File: src/rtl/ipc_transfer_controller.sv
// Rendezvous controller for one-word IPC: sequences the process buffer bank
// (writer pid, transfer buffer, reader pid) for a single sender/receiver pair.
module ipc_transfer_controller #(
  parameter int DATA_WIDTH = 32,
  parameter int TIMEOUT    = 1024,
  parameter int CNT_WIDTH  = 16
) (
  input  logic                  clock,
  input  logic                  reset,
  input  logic                  send_req,
  input  logic                  recv_req,
  input  logic [DATA_WIDTH-1:0] pid_cur,
  input  logic [DATA_WIDTH-1:0] dest_pid,
  input  logic [DATA_WIDTH-1:0] src_pid,
  input  logic [DATA_WIDTH-1:0] send_data,
  output logic [1:0]            set_process,
  output logic [DATA_WIDTH-1:0] write_data,
  output logic                  bw,
  output logic [DATA_WIDTH-1:0] buffer_data,
  output logic [DATA_WIDTH-1:0] recv_data,
  output logic                  send_ack,
  output logic                  recv_ack,
  output logic                  err,
  output logic                  busy
);

  typedef enum logic [3:0] {
    IDLE,
    SET_WID,
    LOAD_BUF,
    WAIT_RECV,
    WAIT_SEND,
    SET_RID,
    DELIVER,
    CLR_W,
    CLR_R
  } state_t;

  localparam logic [1:0] SP_NONE   = 2'b00;
  localparam logic [1:0] SP_READER = 2'b01;
  localparam logic [1:0] SP_WRITER = 2'b10;

  // The counter holds (cycles spent waiting - 1), so expiry is at TIMEOUT-1.
  localparam logic [CNT_WIDTH-1:0] CNT_LAST   = CNT_WIDTH'(TIMEOUT - 1);
  localparam bit                   TIMEOUT_EN = (TIMEOUT != 0);

  state_t                state;
  logic [DATA_WIDTH-1:0] s_pid;
  logic [DATA_WIDTH-1:0] d_pid;
  logic [DATA_WIDTH-1:0] x_data;
  logic [DATA_WIDTH-1:0] r_pid;
  logic [DATA_WIDTH-1:0] f_pid;
  logic                  rx_waiting;
  logic [CNT_WIDTH-1:0]  cnt;

  logic recv_match;
  logic send_match;
  logic timeout_hit;

  assign recv_match  = recv_req && (pid_cur == d_pid) &&
                       ((src_pid == '0) || (src_pid == s_pid));
  assign send_match  = send_req && (dest_pid == r_pid) &&
                       ((f_pid == '0) || (pid_cur == f_pid));
  assign timeout_hit = TIMEOUT_EN && (cnt == CNT_LAST);

  // NOTE: all state below uses non-blocking assignments so every register
  // samples pre-edge values regardless of statement order.
  always_ff @(posedge clock) begin
    if (reset) begin
      state      <= IDLE;
      s_pid      <= '0;
      d_pid      <= '0;
      x_data     <= '0;
      r_pid      <= '0;
      f_pid      <= '0;
      rx_waiting <= 1'b0;
      cnt        <= '0;
      recv_data  <= '0;
      err        <= 1'b0;
    end else begin
      err <= 1'b0;
      case (state)
        IDLE: begin
          if (send_req) begin
            if (pid_cur == '0 || dest_pid == '0) begin
              err <= 1'b1;
            end else begin
              s_pid  <= pid_cur;
              d_pid  <= dest_pid;
              x_data <= send_data;
              state  <= SET_WID;
            end
          end else if (recv_req) begin
            if (pid_cur == '0) begin
              err <= 1'b1;
            end else begin
              r_pid      <= pid_cur;
              f_pid      <= src_pid;
              rx_waiting <= 1'b1;
              cnt        <= '0;
              state      <= WAIT_SEND;
            end
          end
        end
        SET_WID: state <= LOAD_BUF;
        LOAD_BUF: begin
          if (rx_waiting) begin
            state <= SET_RID;
          end else begin
            cnt   <= '0;
            state <= WAIT_RECV;
          end
        end
        WAIT_RECV: begin
          cnt <= cnt + 1'b1;
          // A match in the expiry cycle takes precedence over the timeout.
          if (recv_match) begin
            state <= SET_RID;
          end else if (timeout_hit) begin
            err        <= 1'b1;
            rx_waiting <= 1'b0;
            state      <= CLR_W;
          end
        end
        WAIT_SEND: begin
          cnt <= cnt + 1'b1;
          if (send_match) begin
            s_pid  <= pid_cur;
            d_pid  <= r_pid;
            x_data <= send_data;
            state  <= SET_WID;
          end else if (timeout_hit) begin
            err        <= 1'b1;
            rx_waiting <= 1'b0;
            state      <= CLR_W;
          end
        end
        SET_RID: begin
          // Load here so recv_data is already valid while recv_ack is high.
          recv_data <= x_data;
          state     <= DELIVER;
        end
        DELIVER: begin
          rx_waiting <= 1'b0;
          state      <= CLR_W;
        end
        CLR_W:   state <= CLR_R;
        CLR_R:   state <= IDLE;
        default: state <= IDLE;
      endcase
    end
  end

  // NOTE: every output gets a default before the case so no latch is inferred.
  always_comb begin
    set_process = SP_NONE;
    write_data  = '0;
    bw          = 1'b0;
    buffer_data = '0;
    send_ack    = 1'b0;
    recv_ack    = 1'b0;
    case (state)
      SET_WID: begin
        set_process = SP_WRITER;
        write_data  = s_pid;
      end
      LOAD_BUF: begin
        bw          = 1'b1;
        buffer_data = x_data;
        send_ack    = 1'b1;
      end
      SET_RID: begin
        set_process = SP_READER;
        write_data  = d_pid;
      end
      DELIVER: recv_ack    = 1'b1;
      CLR_W:   set_process = SP_WRITER;
      CLR_R:   set_process = SP_READER;
      default: ;
    endcase
  end

  assign busy = (state != IDLE);

endmodule
File: config.mk
export PLATFORM = sky130hd
export DESIGN_NAME = ipc_transfer_controller
export DESIGN_NICKNAME = d
export VERILOG_FILES = /design/src/rtl/ipc_transfer_controller.sv
export SDC_FILE = /design/constraint.sdc
export NUM_CORES = 1
export LEC_CHECK = 0
export CAP_MARGIN = 20
export CORE_ASPECT_RATIO = 2
export CORE_MARGIN = 4
export CORE_UTILIZATION = 45
export DETAILED_ROUTE_END_ITERATION = 12
export MAX_ROUTING_LAYER = met4
export PLACE_DENSITY = 0.75
export SETUP_SLACK_MARGIN = 0.4
export SYNTH_ARGS = -nofsm -noshare
export SYNTH_HDL_FRONTEND = slang
export SYNTH_SLANG_ARGS = --single-unit
File: constraint.sdc
create_clock -name clock -period 2.6 [get_ports clock]
set_input_delay 0.52 -clock clock [delete_from_list [all_inputs] [get_ports clock]]
set_output_delay 0.52 -clock clock [all_outputs]
set_load 0.02 [all_outputs]
Yosys cells after proc, flatten, opt, wreduce, memory -nomap -nowiden
Index checks and enable logic that the tools add are counted.
- flip-flop bits (word level): 214
- bits of input ports: 132
- output and inout port bits: 103
- $add $sub $neg: 1
- equality and inequality tests: 25
- muxes and demuxes: 46
- bitwise operators: 2
- reductions and logical operators: 24
- operator list (cell ; number):
    32-bit 2-to-1 mux ; 10
    32-bit case mux with 2 select lines ; 4
    32-bit == test ; 4
    32-bit logical NOT ; 4
    16-bit 2-to-1 mux ; 4
    16-bit case mux with 3 select lines ; 1
    4-bit case mux with 8 select lines ; 1
    4-bit 2-to-1 mux ; 7
    2-bit inequality test (second input constant) ; 9
    16-bit by 1-bit adder with 16-bit output (second input constant) ; 1
    16-bit by 10-bit == test with 1-bit output (second input constant) ; 1
    4-bit by 3-bit == test with 1-bit output (second input constant) ; 4
    1-bit 2-to-1 mux ; 15
    3-bit inequality test (second input constant) ; 3
    4-bit by 2-bit == test with 1-bit output (second input constant) ; 2
    4-bit AND reduction ; 2
    4-bit nonzero test ; 2
    6-bit AND reduction ; 1
    2-bit OR reduction ; 3
    5-bit AND reduction ; 1
    4-bit by 1-bit == test with 1-bit output (second input constant) ; 1
    4-bit == test (second input constant) ; 1
    1-bit logical AND ; 4
    4-bit logical NOT ; 1
    9 further kinds ; 12

Longest topological paths before layout
- depth after elaboration: 5
- gate-level depth with buffers: 10
- gate-level depth less buffers: 7

Least setup slack after synthesis
Ideal clock, no wire load.
- path kind: in2reg
- start point: in dest_pid[18]
- end point: reg s_pid[0]
- setup time: 0.117 ns
- data arrival time: 2.498 ns
- setup slack: -0.015 ns
- stages: 9
- path buffers: 2
- path through: xor2_1 -> or4_1 -> nor4_2 -> nand4_1 -> or4_4 -> buf_12 -> buf_12 -> mux2i_1 -> nand2_1
- longest elaborated chain between the ends: 5
- elaborated cells between the ends (all ways): 8
- RTL lines (item ; line ; RTL):
    start: declaration ; 13 ; input logic [DATA_WIDTH-1:0] dest_pid,
    32-bit == test ; 62 ; assign send_match = send_req && (dest_pid == r_pid) &&
    1-bit logical AND (2 in a row) ; 62 ;
    2-bit inequality test (no line) ; -- ;
    4-bit AND reduction (no line) (*) ; -- ;
    end signal: assignment ; 88 ; s_pid <= pid_cur;
    end signal: assignment ; 128 ; s_pid <= pid_cur;
    end: declaration ; 48 ; logic [DATA_WIDTH-1:0] s_pid;
Every way passes the cells marked *; elsewhere a longest branch is shown, timed or not.
A chain may end at the register's enable or synchronous reset.

Worst setup path after layout
- start point: in pid_cur[24]
- end point: reg s_pid[17]
- longest elaborated chain between the ends: 5
- elaborated cells between the ends (all ways): 8
- RTL lines (item ; line ; RTL):
    start: declaration ; 12 ; input logic [DATA_WIDTH-1:0] pid_cur,
    32-bit == test ; 63 ; ((f_pid == '0) || (pid_cur == f_pid));
    1-bit logical OR ; 63 ;
    1-bit logical AND ; 62 ;
    2-bit inequality test (no line) ; -- ;
    4-bit AND reduction (no line) (*) ; -- ;
Marks and branches as above.

==> results.yml <==
run_status:
  outcome: "complete, but fails checks"
  violations: "setup timing"
drt:
  routed_wl_um: 65000
  dr.pass1.iters: 8
  drt-initial-drc-count: 1706
  num_vias: 14760
  ant_nets: 0
  viasPerCell: 6.47
  wl_per_cell_um: 28.5
  drc_errors: 0
clock_network:
  htreeDepth: 1
  clk_latency_ns: 0.53
  root_buffer: "clkbuf_16"
  cts_sinks: 214
  cts_buffer_depth: 3
  numCtsBuffers: 21
  cts_tree: "done"
  clk_pin_slew_ns: 0.07
hold_path:
  hold_path_depth: 3
  min_from: "src_pid[2]"
  min_path_type: "primary input to flop"
  min_to: "f_pid[2]$_SDFFE_PP0P_"
global_route:
  overflow: 0
  grt_pass1_wl_um: 84500
  grt_max_degree: 79
  antenna_found_initial: 1
  track_usage: 0.360
  grt_pass1_vias: 14504
logic_synthesis:
  synth_enable_flop_cells: 0
  netlist_area_um2: 13000
  ys_async_sr_fraction: 0
  synth_seq_area_share: 0.331
  ys_warn_count: 0
  synth_cell_types: 54
  synthesis.area_per_instance_um2: 8.70
  synthesis.nets: 1622
  synthCells: 1489
  ys.flop_type: "dfxtp_1"
  yosys_register_bits: 214
cells_and_area:
  nets: 2043
  multiInputGateArea_um2: 9350
  fillerInstances: 1860
  regArea_um2: 4320
  final_cells: 2280
  drive_above_1_share: 0.363
  syn_to_final_growth_pct: 60.6
die:
  ios: 235
  core_um2: 28300
  fp.dieW_um: 128
  fp.dieH_um: 248
  initial_core_util: 0.458
  row_count: 87
  die-area_um2: 31700
sta:
  fin_ws_ns: -0.238
  worstMarginPinSlew_ns: 0.563
  period_minus_slack_ns: 2.84
  drv_slew: 0
  slew-limit-headroom: 0.624
  final.setup_skew_ns: 0.0219
  setup_violations: 83
  max_freq_mhz: 352
  rsz0062_at_grt: "yes"
  hold_viol: 0
  fin_crit_sh: 1.09
setup_path:
  r2r-start: "f_pid[0]$_SDFFE_PP0P_"
  start_kind: "primary input"
  r2r_cells: 10
  required_ns: 3.00
  r2r_slack_ns: -0.23
  crit_fanout: 6
  path_class: "primary input to flop"
  r2r_end: "s_pid[17]$_SDFFE_PP0P_"
  endpoint_kind: "flop"
  cp.arrival_ns: 3.24
power_and_ir_drop:
  vdd_ir_drop_max_mv: 0.484
  finalPower_mw: 12.9
  powerDensity_nw_per_um2: 622
  p_leak_nw: 9.01
placed_design:
  port_buffers: 234
  dp_hpwl_um: 38100
  place_congestion: 1.02
  dp_cells: 2128
flow_run:
  cap_violations: 0
-- worst max path at each step --
stage	cells past startpoint	endpoint	startpoint
6_report	12	s_pid[17]$_SDFFE_PP0P_	pid_cur[24]
5_1_grt	12	s_pid[17]$_SDFFE_PP0P_	pid_cur[24]
4_1_cts	11	s_pid[4]$_SDFFE_PP0P_	f_pid[3]$_SDFFE_PP0P_
3_5_place_dp	10	s_pid[15]$_SDFFE_PP0P_	pid_cur[30]
3_3_place_gp	10	s_pid[6]$_SDFFE_PP0P_	pid_cur[30]
2_1_floorplan	9	s_pid[0]$_SDFFE_PP0P_	dest_pid[18]
-- where the power goes --
group	switching, mW	total, mW	internal (mW)	leakage, nW
combinational	2.92	5.41	2.49	6.91
sequential	0.564	4.28	3.71	1.76
clock	1.45	3.25	1.80	0.339
-- critical path, stage by stage --
cell,delay [ns]
dlygate4sd2_1,0.24
buf_6,0.15
xor2_1,0.18
nor4_2,0.29
nand4_1,0.22
o21a_2,0.34
or4_4,0.55
buf_12,0.18
buf_8,0.13
buf_16,0.14
mux2i_1,0.22
nand2_1,0.07
-- placed cells by master, fill, tap and decap left out, types with 39 or more instances in the layout --
cell | synthesis | layout
nor3b_1 | 126 | 125
nand4_1 | 44 | 44
dfxtp_1 | 214 | 191
nor2_1 | 101 | 96
a21oi_1 | 45 | 43
xor2_1 | 49 | 41
xnor2_1 | 89 | 68
buf_12 | 7 | 39
mux2i_1 | 126 | 120
a32oi_1 | 65 | 65
nand2_1 | 177 | 142
buf_6 | 6 | 106
buf_4 | 5 | 168
clkdlybuf4s50_1 | 0 | 106
dlygate4sd2_1 | 0 | 44
-- per-stage QoR --
| stage | worst slack, ns | hold WS, ns | cell area, µm² | setup TNS [ns] | util |
|---|---|---|---|---|---|
| 3_3_place_gp | -0.790 | 0.443 | 16800 | -114.75 | 0.594 |
| 6_report | -0.238 | 0.444 | 20800 | -7.89 | 0.735 |
| 5_1_grt | -0.327 | 0.469 | 20800 | -11.74 | 0.735 |
| 2_1_floorplan | 0.0145 | 0.449 | 13400 | 0 | - |
| 4_1_cts | -0.0583 | 0.458 | 19400 | -1.23 | 0.685 |
| 3_5_place_dp | -0.793 | 0.449 | 16800 | -114.49 | 0.594 |
-- cell type report --
cell class / count / area share
Clock buffer: 27 / 0.0283
Inverter: 41 / 0.00763
Clock inverter: 9 / 0.00499
Tap cell: 356 / 0.0214
Timing Repair Buffer: 522 / 0.281
Multi-Input combinational cell: 1110 / 0.449
Antenna cell: 1 / 0.000120
Sequential cell: 214 / 0.207
-- registers in the layout, summed over array words and instances, names as in the netlist --
name and cells:
d_pid 32, cnt 16, rx_waiting 1, recv_data 32, err 1, s_pid 32, r_pid 32, x_data 32
state 4, f_pid 32
-- metal layers --
layer | part of all wire | vias up | global-route usage
met5 | 0 | - | -
met4 | 0.12 | 0 | 0.326
met3 | 0.096 | 469 | 0.0571
met2 | 0.48 | 1095 | 0.616
met1 | 0.30 | 6994 | 0.340
li1 | - | 6202 | -
-- synth_stat cells (5+ instances only) --
master	n	area (µm²)
inv_1	41	154
buf_12	7	140
mux2_2	32	360
dlygate4sd1_1	6	52.6
nor4_1	47	294
nor2_1	101	379
nor3_1	13	65.1
and3_1	38	238
a211oi_1	67	503
a32oi_1	65	569
buf_6	6	67.6
buf_1	6	22.5
a21oi_1	45	225
nand3_1	8	40.0
xor2_1	49	429
buf_2	13	65.1
buf_4	5	37.5
nor3b_1	126	946
mux2i_1	126	1260
o21ai_0	42	210
dfxtp_1	214	4280
nand2_1	177	664
nand4_1	44	275
xnor2_1	89	780
clkbuf_1	54	203
clkbuf_8	25	344
-- timing repair --
| item | CTS | global route |
|---|---|---|
| gates cloned | 22 | 7 |
| setup endpoints to repair | 251 | 251 |
| hold buffers | 0 | 0 |
| pin swaps | 65 | 91 |
| gates resized for setup | 630 | 226 |
| buffers inserted | 60 | 26 |
-- cells by family (layout without fill, tap and decap cells) --
kind of cell / count (synthesis) / in the layout / synth area share
adders and majority gates: 1 / 1 / 0.000966
and+or+nand+nor: 576 / 576 / 0.238
DFF: 214 / 214 / 0.331
buffers and inverters: 165 / 599 / 0.0850
xor gates and xnor gates: 138 / 138 / 0.0933
other: 0 / 1 / 0
AOI/OAI and AO/OA: 237 / 237 / 0.127
muxes: 158 / 158 / 0.125
Power figures use the tool's default switching activity.
==> edit, RTL diff (same flow settings) <==
Change the parameter `TIMEOUT` from 1024 to 768.
--- a/src/rtl/ipc_transfer_controller.sv
+++ b/src/rtl/ipc_transfer_controller.sv
@@ -2,7 +2,7 @@
 // (writer pid, transfer buffer, reader pid) for a single sender/receiver pair.
 module ipc_transfer_controller #(
   parameter int DATA_WIDTH = 32,
-  parameter int TIMEOUT    = 1024,
+  parameter int TIMEOUT    = 768,
   parameter int CNT_WIDTH  = 16
 ) (
   input  logic                  clock,
Check against the original RTL: same outputs for any inputs over 4 cycles, from zero or initial values and one cycle with reset high; that may be too few to reach the edited logic, so the function may still have changed.
==> edit against the unedited design <==
  * Setup slack better by 0.27 ns
  * Total power is 2.6% lower
  * Cell area shrank 14%
  * Clock skew is 0.013 ns lower
  * Area after synthesis is 19% lower
  * Critical path depth did not move
  * Wire length fell by 18%
  * Sequential cell count is the same
  * Largest power group unchanged
==> edit: results (changes against the unedited design) <==
| Metric | Value |
|---|---|
| Final WL | 53,000 um (-18%) |
| Worst Path Arrival | 3.01 ns (-0.23 ns) |
| CP peak stage delay | 0.34 ns (-0.21 ns) |
| Via-to-Cell Ratio | 6.44 (-0.56%) |
| Vias in the first global route | 11,800 (-18%) |
| Proportion of synthesized area in mux cells | 0.0323 (-0.0929) |
| Synth Area in XOR/XNOR | 0.119 (+0.0254) |
| Unique masters post-synth | 39 (-28%) |
| Post-DP HPWL | 31,800 um (-17%) |
| Post-synth top cells | dfxtp_1, nand2_1, a21oi_1 |
| # nets final | 1,825 (-11%) |
| First-pass GRT wire length | 66,300 um (-22%) |
| GRT Total Usage | 0.345 (-0.0149) |
| Critical Path Fanout Max | 8 (+2) |
| Pleak | 6.55 nW (-27%) |
| Post-route clock skew | 0.00871 ns (-0.0132 ns) |
| CP max-delay cell | dfxtp_1 |
| Drt pass-1 iters | 6 (-2) |
| Placed Area | 0.0141 sq mm (-16%) |
| RePlAce Congestion | 1.01 (-0.56%) |
| Largest net degree at the start of global routing | 65 (-18%) |
| Layout cells sized above 1 | 0.349 (-0.0138) |
| Fill cells | 1,467 (-21%) |
| Slew @ Worst Pin | 0.651 ns (+0.0877 ns) |
| Synth Area in Adders | 0.00119 (+0.000220) |
| Synth Area in Compound Gates | 0.192 (+0.0648) |
| Maximum vdd drop | 0.000629 V (+30%) |
| 1st-iter DRT viols | 1,410 (-17%) |
| Status | finished clean |
| Post-synthesis net count | 1,447 (-11%) |
| Register area share after synthesis | 0.406 (+0.0754) |
## edit: cell types whose count changed in the layout (fill, tap and decap cells not counted), sizes merged, moves of 35 or more
cell	before	now
a21oi	45	205
nor3b	126	2
mux2i	126	34
buf	347	275
a32oi	65	0
nand3	8	71
nor2	102	40
xnor2	89	130
and3	38	2
xor2	49	13
nand2	177	212
## edit: metal layers
metal  global-route usage  vias to the layer above  wire length, um
met5                    -                        -                0
met4                0.292                        0             6310
met3               0.0412                      389             4590
met2                0.589                      990            25900
met1                0.337                     6027            16200
li1                     -                     5411                -
## edit: logic make-up after synthesis
| group | Yosys count |
|---|---|
| muxes | 34 |
| adders and majority gates | 1 |
| xor gates and xnor gates | 143 |
| buffers and inverters | 105 |
| and+or+nand+nor | 461 |
| AOI/OAI and AO/OA | 356 |
| DFF | 214 |
## edit: final cells by class
cell class | instances | area share
Sequential cell | 214 | 0.243
Clock buffer | 24 | 0.0318
Clock inverter | 14 | 0.0119
Timing Repair Buffer | 453 | 0.278
Antenna cell | 1 | 0.000140
Tap cell | 283 | 0.0199
Multi-Input combinational cell | 995 | 0.414
Inverter | 7 | 0.00162
## edit: final timing paths
path,to,slack (ns),from,depth (start not counted)
worst max-delay path,s_pid[21],0.03,r_pid[27],12
worst min-delay path,s_pid[30],0.40,reset,2
worst max register to register,s_pid[21],0.03,r_pid[27],12
worst min register to register,recv_data[30],0.46,recv_data[30],2
## edit: what timing repair did
item | 4_1_cts | 5_1_grt
buffers inserted | 23 | 30
resized for setup | 489 | 365
setup endpoints to repair | 251 | 249
pin swaps | 42 | 157
cloned | 11 | 20
## edit: through the flow
step,hold WS (ns),cells,utilization,worst slack (ns)
5_1_grt,0.444,1991,0.767,-0.0751
3_5_place_dp,0.447,1868,0.607,-0.521
2_1_floorplan,0.437,1314,-,0.466
4_1_cts,0.402,1940,0.674,0.122
6_report,0.401,1991,0.767,0.0314
3_3_place_gp,0.441,1868,0.607,-0.484
## edit: power by group
group          internal (mW)  switching, mW
Combinational           2.38           2.56
Clock                   2.08           1.44
Sequential              3.65          0.505
Total                   8.11           4.51
